--- src/rtl/wheel_period_meter.sv ---
// Wheel revolution period meter: times the spacing between accepted sensor ticks,
// rejects ticks that arrive too early and flags the wheel as stopped after a timeout.
module wheel_period_meter #(
  parameter int CNT_W      = 32,
  parameter int MIN_PERIOD = 2_500_000,
  parameter int TIMEOUT    = 100_000_000,
  parameter int REV_W      = 16
) (
  input  logic             clk,
  input  logic             rst,
  input  logic             tick,
  output logic [CNT_W-1:0] period,
  output logic             period_valid,
  output logic             stopped,
  output logic             reject,
  output logic [REV_W-1:0] rev_count
);

  typedef enum logic [1:0] {
    IDLE    = 2'd0,
    MEASURE = 2'd1
  } state_t;

  localparam logic [CNT_W-1:0] MIN_CNT = CNT_W'(MIN_PERIOD);
  localparam logic [CNT_W-1:0] TMO_CNT = CNT_W'(TIMEOUT);

  state_t           state_q, state_d;
  logic [CNT_W-1:0] elapsed_q, elapsed_d;
  logic [CNT_W-1:0] period_d;
  logic             period_valid_d;
  logic             stopped_d;
  logic             reject_d;
  logic [REV_W-1:0] rev_count_d;

  // Valid/ready: none. tick is a fire-and-forget pulse sampled every cycle;
  // period_valid and reject are one-cycle strobes with no back-pressure.
  always_comb begin
    state_d        = state_q;
    elapsed_d      = elapsed_q;
    period_d       = period;
    period_valid_d = 1'b0;
    stopped_d      = stopped;
    reject_d       = 1'b0;
    rev_count_d    = rev_count;
    case (state_q)
      IDLE: begin
        elapsed_d = '0;
        if (tick) begin
          state_d     = MEASURE;
          elapsed_d   = CNT_W'(1);
          rev_count_d = rev_count + REV_W'(1);
        end
      end
      MEASURE: begin
        if (tick && (elapsed_q < MIN_CNT)) begin
          reject_d  = 1'b1;
          elapsed_d = elapsed_q + CNT_W'(1);
        end else if (tick) begin
          // A tick at exactly TIMEOUT lands here and wins over the timeout.
          period_d       = elapsed_q;
          period_valid_d = 1'b1;
          stopped_d      = 1'b0;
          rev_count_d    = rev_count + REV_W'(1);
          elapsed_d      = CNT_W'(1);
        end else if (elapsed_q == TMO_CNT) begin
          state_d   = IDLE;
          elapsed_d = '0;
          stopped_d = 1'b1;
          period_d  = '0;
        end else begin
          elapsed_d = elapsed_q + CNT_W'(1);
        end
      end
      default: begin
        state_d     = IDLE;
        elapsed_d   = '0;
        period_d    = '0;
        stopped_d   = 1'b1;
        rev_count_d = '0;
      end
    endcase
  end

  always_ff @(posedge clk) begin
    if (rst) begin
      state_q      <= IDLE;
      elapsed_q    <= '0;
      period       <= '0;
      period_valid <= 1'b0;
      stopped      <= 1'b1;
      reject       <= 1'b0;
      rev_count    <= '0;
    end else begin
      state_q      <= state_d;
      elapsed_q    <= elapsed_d;
      period       <= period_d;
      period_valid <= period_valid_d;
      stopped      <= stopped_d;
      reject       <= reject_d;
      rev_count    <= rev_count_d;
    end
  end

endmodule

--- config.mk ---
export PLATFORM = sky130hd
export DESIGN_NAME = wheel_period_meter
export DESIGN_NICKNAME = d
export VERILOG_FILES = /design/src/rtl/wheel_period_meter.sv
export SDC_FILE = /design/constraint.sdc
export NUM_CORES = 1
export LEC_CHECK = 0
export CORE_ASPECT_RATIO = 1.2
export CORE_MARGIN = 1
export CORE_UTILIZATION = 30
export DETAILED_ROUTE_END_ITERATION = 12
export HOLD_SLACK_MARGIN = 0.05
export PLACE_DENSITY = 0.46
export RECOVER_POWER = 25
export SETUP_SLACK_MARGIN = 0.15
export SYNTH_ARGS = -nofsm -noshare
export SYNTH_HDL_FRONTEND = slang
export SYNTH_SLANG_ARGS = --single-unit
export TNS_END_PERCENT = 20
--- constraint.sdc ---
create_clock -name clk -period 4.4 [get_ports clk]
set_input_delay 0.88 -clock clk [delete_from_list [all_inputs] [get_ports clk]]
set_output_delay 0.88 -clock clk [all_outputs]
set_load 0.02 [all_outputs]
==> out/metrics.cfg, run 1 <==
[floorplan]
design.die.area_sq_um = 11900
start_util_pct = 31.01
io_pins = 54
die_h_um = 119.3
floorplan.rows = 42
placeableCoreArea_sq_um = 11090
floorplan.die.width_um = 99.73

[timing]
layout_min_cycle_time_ns = 3.359
hold_viol = 0
grt_setup_unrepaired = false
final_critical_path_setup_slack_ns = 1.041
final.period_utilization_pct = 76.34
finClkSkew_ns = 0.008496
setup_violators_final = 0
report.final.slew_viol_count = 0
timing.slew.headroom_pct = 31.73
finalSetupTns_ns = 0
timing_worst_slew_pin_value_ns = 1.024
maximum_operating_frequency_ghz = 0.2977

[synthesis]
ffs_latches_synth = 84
yosysSeqAreaShare_pct = 48.91
synthesis.area_per_instance_sq_um = 9.420
synth_cell_types = 46
synth_edf_count = 0
synthesis.nets = 371
postSynth.asyncResetShare_pct = 0
synth_cells = 365
syn-cell-area_sq_um = 3438
ys_dominant_reg_cell = dfxtp_1
yosys_warnings = 0

[hold_path]
timing.hold.worst_path_depth = 1
holdCritStartpoint = period[22]$_SDFFE_PP0P_
worstHoldEndpoint = period[22]$_SDFFE_PP0P_
hp-class = register to register

[global_route]
initial_antenna_violation_count = 0
globalRouteTotalUtil_pct = 14.37
grt_first_pass_wirelength_um = 13240
gr-total-overflow = 0
grt_max_degree = 26
first_global_vias = 2594

[setup_path]
worstSetupEndpointType = register
worst_path_dominant_cell_family = simple AND/OR/NAND/NOR gates
crit_chain = or2_0, or4_1, a21oi_1, nand2b_4, and2_1, a22o_1
worst_path_max_delay_cell = a21oi_1
rrSetupSlack_ns = 1.04
reg2reg_to = period[16]$_SDFFE_PP0P_
crit_required_ns = 4.68
crit_arrival_ns = 3.64
crit_type = register to register
start_kind = register
reg2reg_depth = 6
crit_path_max_incr_delay_ns = 0.83
reg2reg_from = elapsed_q[11]$_SDFF_PP0_
worst_path_bufs_invs = 0
path_max_fanout = 23

[route]
post_drt_via_cell_ratio = 4.714
routedWlPerCell_um = 13.86
drt_first_pass_iters = 4
detailedRoute.firstIterationViolations = 130
totalWireLength_um = 7885
num_vias = 2682
final_antenna_net_count = 0
drc = 0

[finish]
n_fill_cell = 1114
final_layout_size_suffix_gt1_share_pct = 6.747
n_antenna_cell = 0
area_growth_syn_to_layout_pct = 27.26
nets = 416

[placed_design]
gp_routability_congestion = 0.7538
port_buffers = 53
worst_setup_slack_after_placement_ns = 1.170
place_hpwl_um = 5411

[clock_tree]
hold_buffers = 0
post_cts.repair.setup_buffers = 0
cts_inserted_buffers = 9
clk_pin_slew_worst_paths_ns = 0.07
cts-htree-levels = 3
post_cts_resized = 0
cts_num_sinks = 84
cts_buffer_depth = 2
tritoncts = done
cts_root_buffer = clkbuf_16
insertion_delay_ns = 0.35

[pwr]
report.power.total_mw = 1.571
vdd_ir_drop_max_mv = 0.1534
total_leakage_power_nw = 1.607
cellPowerDensity_nw_per_um2 = 359.0

[run_status]
outcome = complete, no violations

[run]
maxCapViolCount = 0

-- synth_stat cells (3+ instances only) --
cell / n / area [sq um]
a21oi_1: 5 / 25.02
a22o_1: 31 / 271.5
and3_1: 13 / 81.33
buf_2: 9 / 45.04
clkbuf_1: 12 / 45.04
dfxtp_1: 84 / 1682
ha_1: 3 / 37.54
inv_1: 6 / 22.52
nand2_1: 20 / 75.07
nand3_1: 13 / 65.06
nand4_1: 8 / 50.05
nor2_1: 63 / 236.5
nor3_1: 6 / 30.03
nor4_1: 3 / 18.77
o2111ai_1: 4 / 35.03
o21ai_0: 8 / 40.04
or3_1: 6 / 37.54
xnor2_1: 18 / 157.7
xor2_1: 23 / 201.4
-- worst max path at each step --
stage	cells after the start	end	slack, ns	start
floorplan	8	period[11]$_SDFFE_PP0P_	2.02	tick
global placement	8	period[18]$_SDFFE_PP0P_	1.21	tick
detailed placement	8	period[20]$_SDFFE_PP0P_	1.17	tick
CTS	8	period[20]$_SDFFE_PP0P_	1.51	tick
global route	6	period[16]$_SDFFE_PP0P_	0.77	elapsed_q[11]$_SDFF_PP0_
finish	6	period[16]$_SDFFE_PP0P_	1.04	elapsed_q[11]$_SDFF_PP0_
-- power by group --
part | internal [mW] | switching [mW]
logic | 0.0131 | 0.0260
registers | 0.764 | 0.00522
clock network | 0.442 | 0.320
total | 1.22 | 0.351
-- cells by family (layout without fill, tap and decap cells) --
group	Yosys count	count (layout)	share of synthesized area [%]
XOR/XNOR	41	41	10.44
AND/OR/NAND/NOR	145	145	20.56
adder cells (fa/ha/maj)	3	3	1.092
AO/OA/AOI/OAI	62	62	14.88
multiplexers	1	1	0.2911
buffers and inverters	29	79	3.821
flip-flops	84	84	48.91
-- worst reg2reg max path, stage by stage (launching register included) --
cell	delay, ns
dfxtp_1	0.36
or2_0	0.25
or4_1	0.52
a21oi_1	0.83
nand2b_4	0.33
and2_1	0.74
a22o_1	0.27
-- metrics by stage --
step | cell area (sq um) | utilization (%) | cells | hold slack (ns)
floorplan | 3438 | - | 365 | 0.4946
global route | 4375 | 39.46 | 569 | 0.4826
finish | 4375 | 39.46 | 569 | 0.4704
detailed placement | 4089 | 36.88 | 553 | 0.4602
CTS | 4390 | 39.60 | 569 | 0.4753
global placement | 4089 | 36.88 | 553 | 0.4567
-- state kept, by name (all words and copies together), names as in the netlist --
signal and cells:
elapsed_q 32, period 32, rev_count 16, period_valid 1
reject 1, state_q 1, stopped 1
-- layer usage --
| layer | track usage [%] | routed length (um) |
|---|---|---|
| met3 | 3.521 | 255 |
| met5 | 0 | 0 |
| met1 | 18.29 | 3824 |
| met4 | 7.445 | 170 |
| met2 | 22.33 | 3633 |
-- cells in the final DEF (no fill, tap or decap), drive strengths merged, types with 3 or more instances in the layout --
| cell type | netlist | final |
|---|---|---|
| clkbuf | 12 | 9 |
| o21ai | 9 | 9 |
| clkdlybuf4s50 | 0 | 22 |
| nand2b | 3 | 3 |
| a22o | 32 | 32 |
| and3 | 14 | 14 |
| o2111ai | 4 | 4 |
| nand2 | 20 | 20 |
| xnor2 | 18 | 18 |
| dlygate4sd3 | 0 | 31 |
| nor4 | 4 | 4 |
| dfxtp | 84 | 84 |
| nor2 | 63 | 63 |
| inv | 6 | 7 |
| or3 | 6 | 6 |
| nand3 | 13 | 13 |
| or4 | 3 | 3 |
| nand4 | 8 | 8 |
| buf | 11 | 4 |
| xor2 | 23 | 23 |
| a21oi | 6 | 6 |
| clkinv | 0 | 3 |
| ha | 3 | 3 |
| nor3 | 6 | 6 |
-- layout make-up --
| class | count | area [sq um] | area share [%] |
|---|---|---|---|
| clock buffers | 9 | 225.2 | 5.147 |
| clock inverters | 7 | 76.32 | 1.744 |
| inverters | 6 | 22.52 | 0.5147 |
| multi-input cells | 252 | 1617 | 36.95 |
| flip-flops and latches | 84 | 1682 | 38.43 |
| well taps | 154 | 192.7 | 4.404 |
| repair buffers | 57 | 560.5 | 12.81 |
No activity file was read; power rests on OpenSTA's default activity.
==> run 2: changes to the inputs <==
PLACE_DENSITY = 0.47   (was 0.46)
clock period = 2.98 ns   (was 4.4 ns; I/O delays follow)
==> out/metrics.cfg, run 2 (synthesis gave the netlist of run 1 again) <==
[finish]
nets = 420  ; was 416
layout_common_cells = dfxtp_1, nor2_1, a22o_1, dlygate4sd3_1, xor2_1  ; unchanged
layout.cells.most_common = dfxtp_1  ; unchanged
final_layout_size_suffix_gt1_share_pct = 7.637  ; was 6.747%
area_growth_syn_to_layout_pct = 28.82  ; was 27.26%
n_fill_cell = 1127  ; was 1114
n_antenna_cell = 0  ; unchanged
stdcell_count = 573  ; was 569
finish.instance_area_sq_um = 4429  ; was 4375 sq um
largest_registers = elapsed_q x32, period x32, rev_count x16  ; unchanged

[placed_design]
port_buffers = 53  ; unchanged
dpl.cell_count = 557  ; was 553
gp_routability_congestion = 0.7264  ; was 0.7538
place_hpwl_um = 5397  ; was 5411 um
dpl-instance-area_sq_um = 4119  ; was 4089 sq um

[setup_path]
worst_path_bufs_invs = 1  ; was 0
crit_arrival_ns = 2.68  ; was 3.64 ns
start_kind = register  ; unchanged
worst_path_max_delay_cell = nor4_1  ; was a21oi_1
crit_type = register to register  ; unchanged
path_max_fanout = 32  ; was 23
crit_required_ns = 3.22  ; was 4.68 ns
crit_chain = or2_0, or3_1, nor4_1, a21o_1, a31oi_2, buf_4, a22o_2  ; was or2_0, or4_1, a21oi_1, nand2b_4, and2_1, a22o_1
crit_path_max_incr_delay_ns = 0.56  ; was 0.83 ns
worstSetupEndpointType = register  ; unchanged
worst_path_dominant_cell_family = simple AND/OR/NAND/NOR gates  ; unchanged

[global_route]
first_global_vias = 2475  ; was 2594
gr-total-overflow = 0  ; unchanged
grt_first_pass_wirelength_um = 12920  ; was 13240 um
initial_antenna_violation_count = 0  ; unchanged
grt_max_degree = 33  ; was 26
globalRouteTotalUtil_pct = 14.22  ; was 14.37%

[timing]
worst_hold_slack_ns = 0.4669  ; was 0.4704 ns
finClkSkew_ns = 0.007425  ; was 0.008496 ns
final.period_utilization_pct = 82.11  ; was 76.34%
finalSetupTns_ns = 0  ; unchanged
grt_setup_unrepaired = false  ; unchanged
layout_min_cycle_time_ns = 2.447  ; was 3.359 ns
setup_violators_final = 0  ; unchanged
maximum_operating_frequency_ghz = 0.4087  ; was 0.2977 GHz
timing.slew.headroom_pct = 58.23  ; was 31.73%
timing_worst_slew_pin_value_ns = 0.6218  ; was 1.024 ns
report.final.slew_viol_count = 0  ; unchanged
hold_viol = 0  ; unchanged

[floorplan]
design.die.area_sq_um = 11900  ; unchanged
placeableCoreArea_sq_um = 11090  ; unchanged
die_h_um = 119.3  ; unchanged
floorplan.die.width_um = 99.73  ; unchanged
start_util_pct = 31.01  ; unchanged
io_pins = 54  ; unchanged
floorplan.rows = 42  ; unchanged

[route]
num_vias = 2690  ; was 2682
drt_first_pass_iters = 4  ; unchanged
post_drt_via_cell_ratio = 4.695  ; was 4.714
detailedRoute.firstIterationViolations = 129  ; was 130
drc = 0  ; unchanged
routedWlPerCell_um = 13.89  ; was 13.86 um
totalWireLength_um = 7957  ; was 7885 um
final_antenna_net_count = 0  ; unchanged

[clock_tree]
cts_buffer_depth = 2  ; unchanged
tritoncts = done  ; unchanged
post_cts.repair.setup_buffers = 0  ; unchanged
cts_num_sinks = 84  ; unchanged
post_cts_resized = 0  ; unchanged
hold_buffers = 0  ; unchanged
cts-htree-levels = 3  ; unchanged
clk_pin_slew_worst_paths_ns = 0.06  ; was 0.07 ns
cts_inserted_buffers = 9  ; unchanged
cts_root_buffer = clkbuf_16  ; unchanged
insertion_delay_ns = 0.34  ; was 0.35 ns

[pwr]
clkPwrFrac_pct = 50.4  ; was 48.5%
total_switching_power_mw = 0.5220  ; was 0.3514 mW
total_leakage_power_nw = 1.641  ; was 1.607 nW
swShare_pct = 21.67  ; was 22.37%
vdd_ir_drop_max_mv = 0.2727  ; was 0.1534 mV
seqPwrFrac_pct = 47.2  ; was 49.0%
comb_power_share_pct = 2.4  ; was 2.5%
cellPowerDensity_nw_per_um2 = 543.8  ; was 359.0 nW/um^2
cell_internal_pwr_mw = 1.886  ; was 1.219 mW

[run_status]
outcome = complete, no violations  ; unchanged

[hold_path]
hp-class = register to register  ; unchanged

[run]
maxCapViolCount = 0  ; unchanged

## run 2: cell types whose count changed in the layout (fill, tap and decap cells not counted), sizes merged
cell | previous run | this run
buf | 4 | 8
bufinv | 1 | 2
clkinvlp | 2 | 1
## run 2: final cells by class
class / instances / area [sq um] / share of cell area (%)
clock inverters: 7 / 98.84 / 2.232
multi-input cells: 252 / 1618 / 36.53
clock buffers: 9 / 225.2 / 5.085
flip-flops and latches: 84 / 1682 / 37.97
repair buffers: 61 / 590.6 / 13.33
well taps: 154 / 192.7 / 4.350
inverters: 6 / 22.52 / 0.5085
## run 2: final timing paths
| check | startpoint | endpoint | slack [ns] | cells past startpoint |
|---|---|---|---|---|
| setup / recovery | elapsed_q[11]$_SDFF_PP0_ | period[11]$_SDFFE_PP0P_ | 0.53 | 7 |
| hold / removal | period[25]$_SDFFE_PP0P_ | period[25]$_SDFFE_PP0P_ | 0.47 | 1 |
| setup reg to reg | elapsed_q[11]$_SDFF_PP0_ | period[11]$_SDFFE_PP0P_ | 0.53 | 7 |
| hold reg to reg | period[25]$_SDFFE_PP0P_ | period[25]$_SDFFE_PP0P_ | 0.47 | 1 |
## run 2: stage by stage
stage	utilization [%]	total power [mW]	setup WS, ns
3_3_place_gp	37.15	1.221	0.4441
2_1_floorplan	-	1.198	0.8867
4_1_cts	40.07	2.437	0.5428
3_5_place_dp	37.15	1.222	0.3563
5_1_grt	39.95	2.504	0.4320
6_report	39.95	2.409	0.5330
## run 2: metal layers
layer  part of all wire (%)  track usage [%]
met5                      0                0
met1                     49            19.02
met2                     46            21.38
met4                    1.8            6.618
met3                    2.5            3.462
## run 2: power groups by stage
stage | registers [mW] | logic (mW) | clock network [mW]
finish | 1.14 | 0.0587 | 1.21
floorplan | 1.16 | 0.0351 | 0
CTS | 1.14 | 0.0604 | 1.24
global placement | 1.16 | 0.0596 | 0
detailed placement | 1.16 | 0.0604 | 0
global route | 1.14 | 0.0653 | 1.30
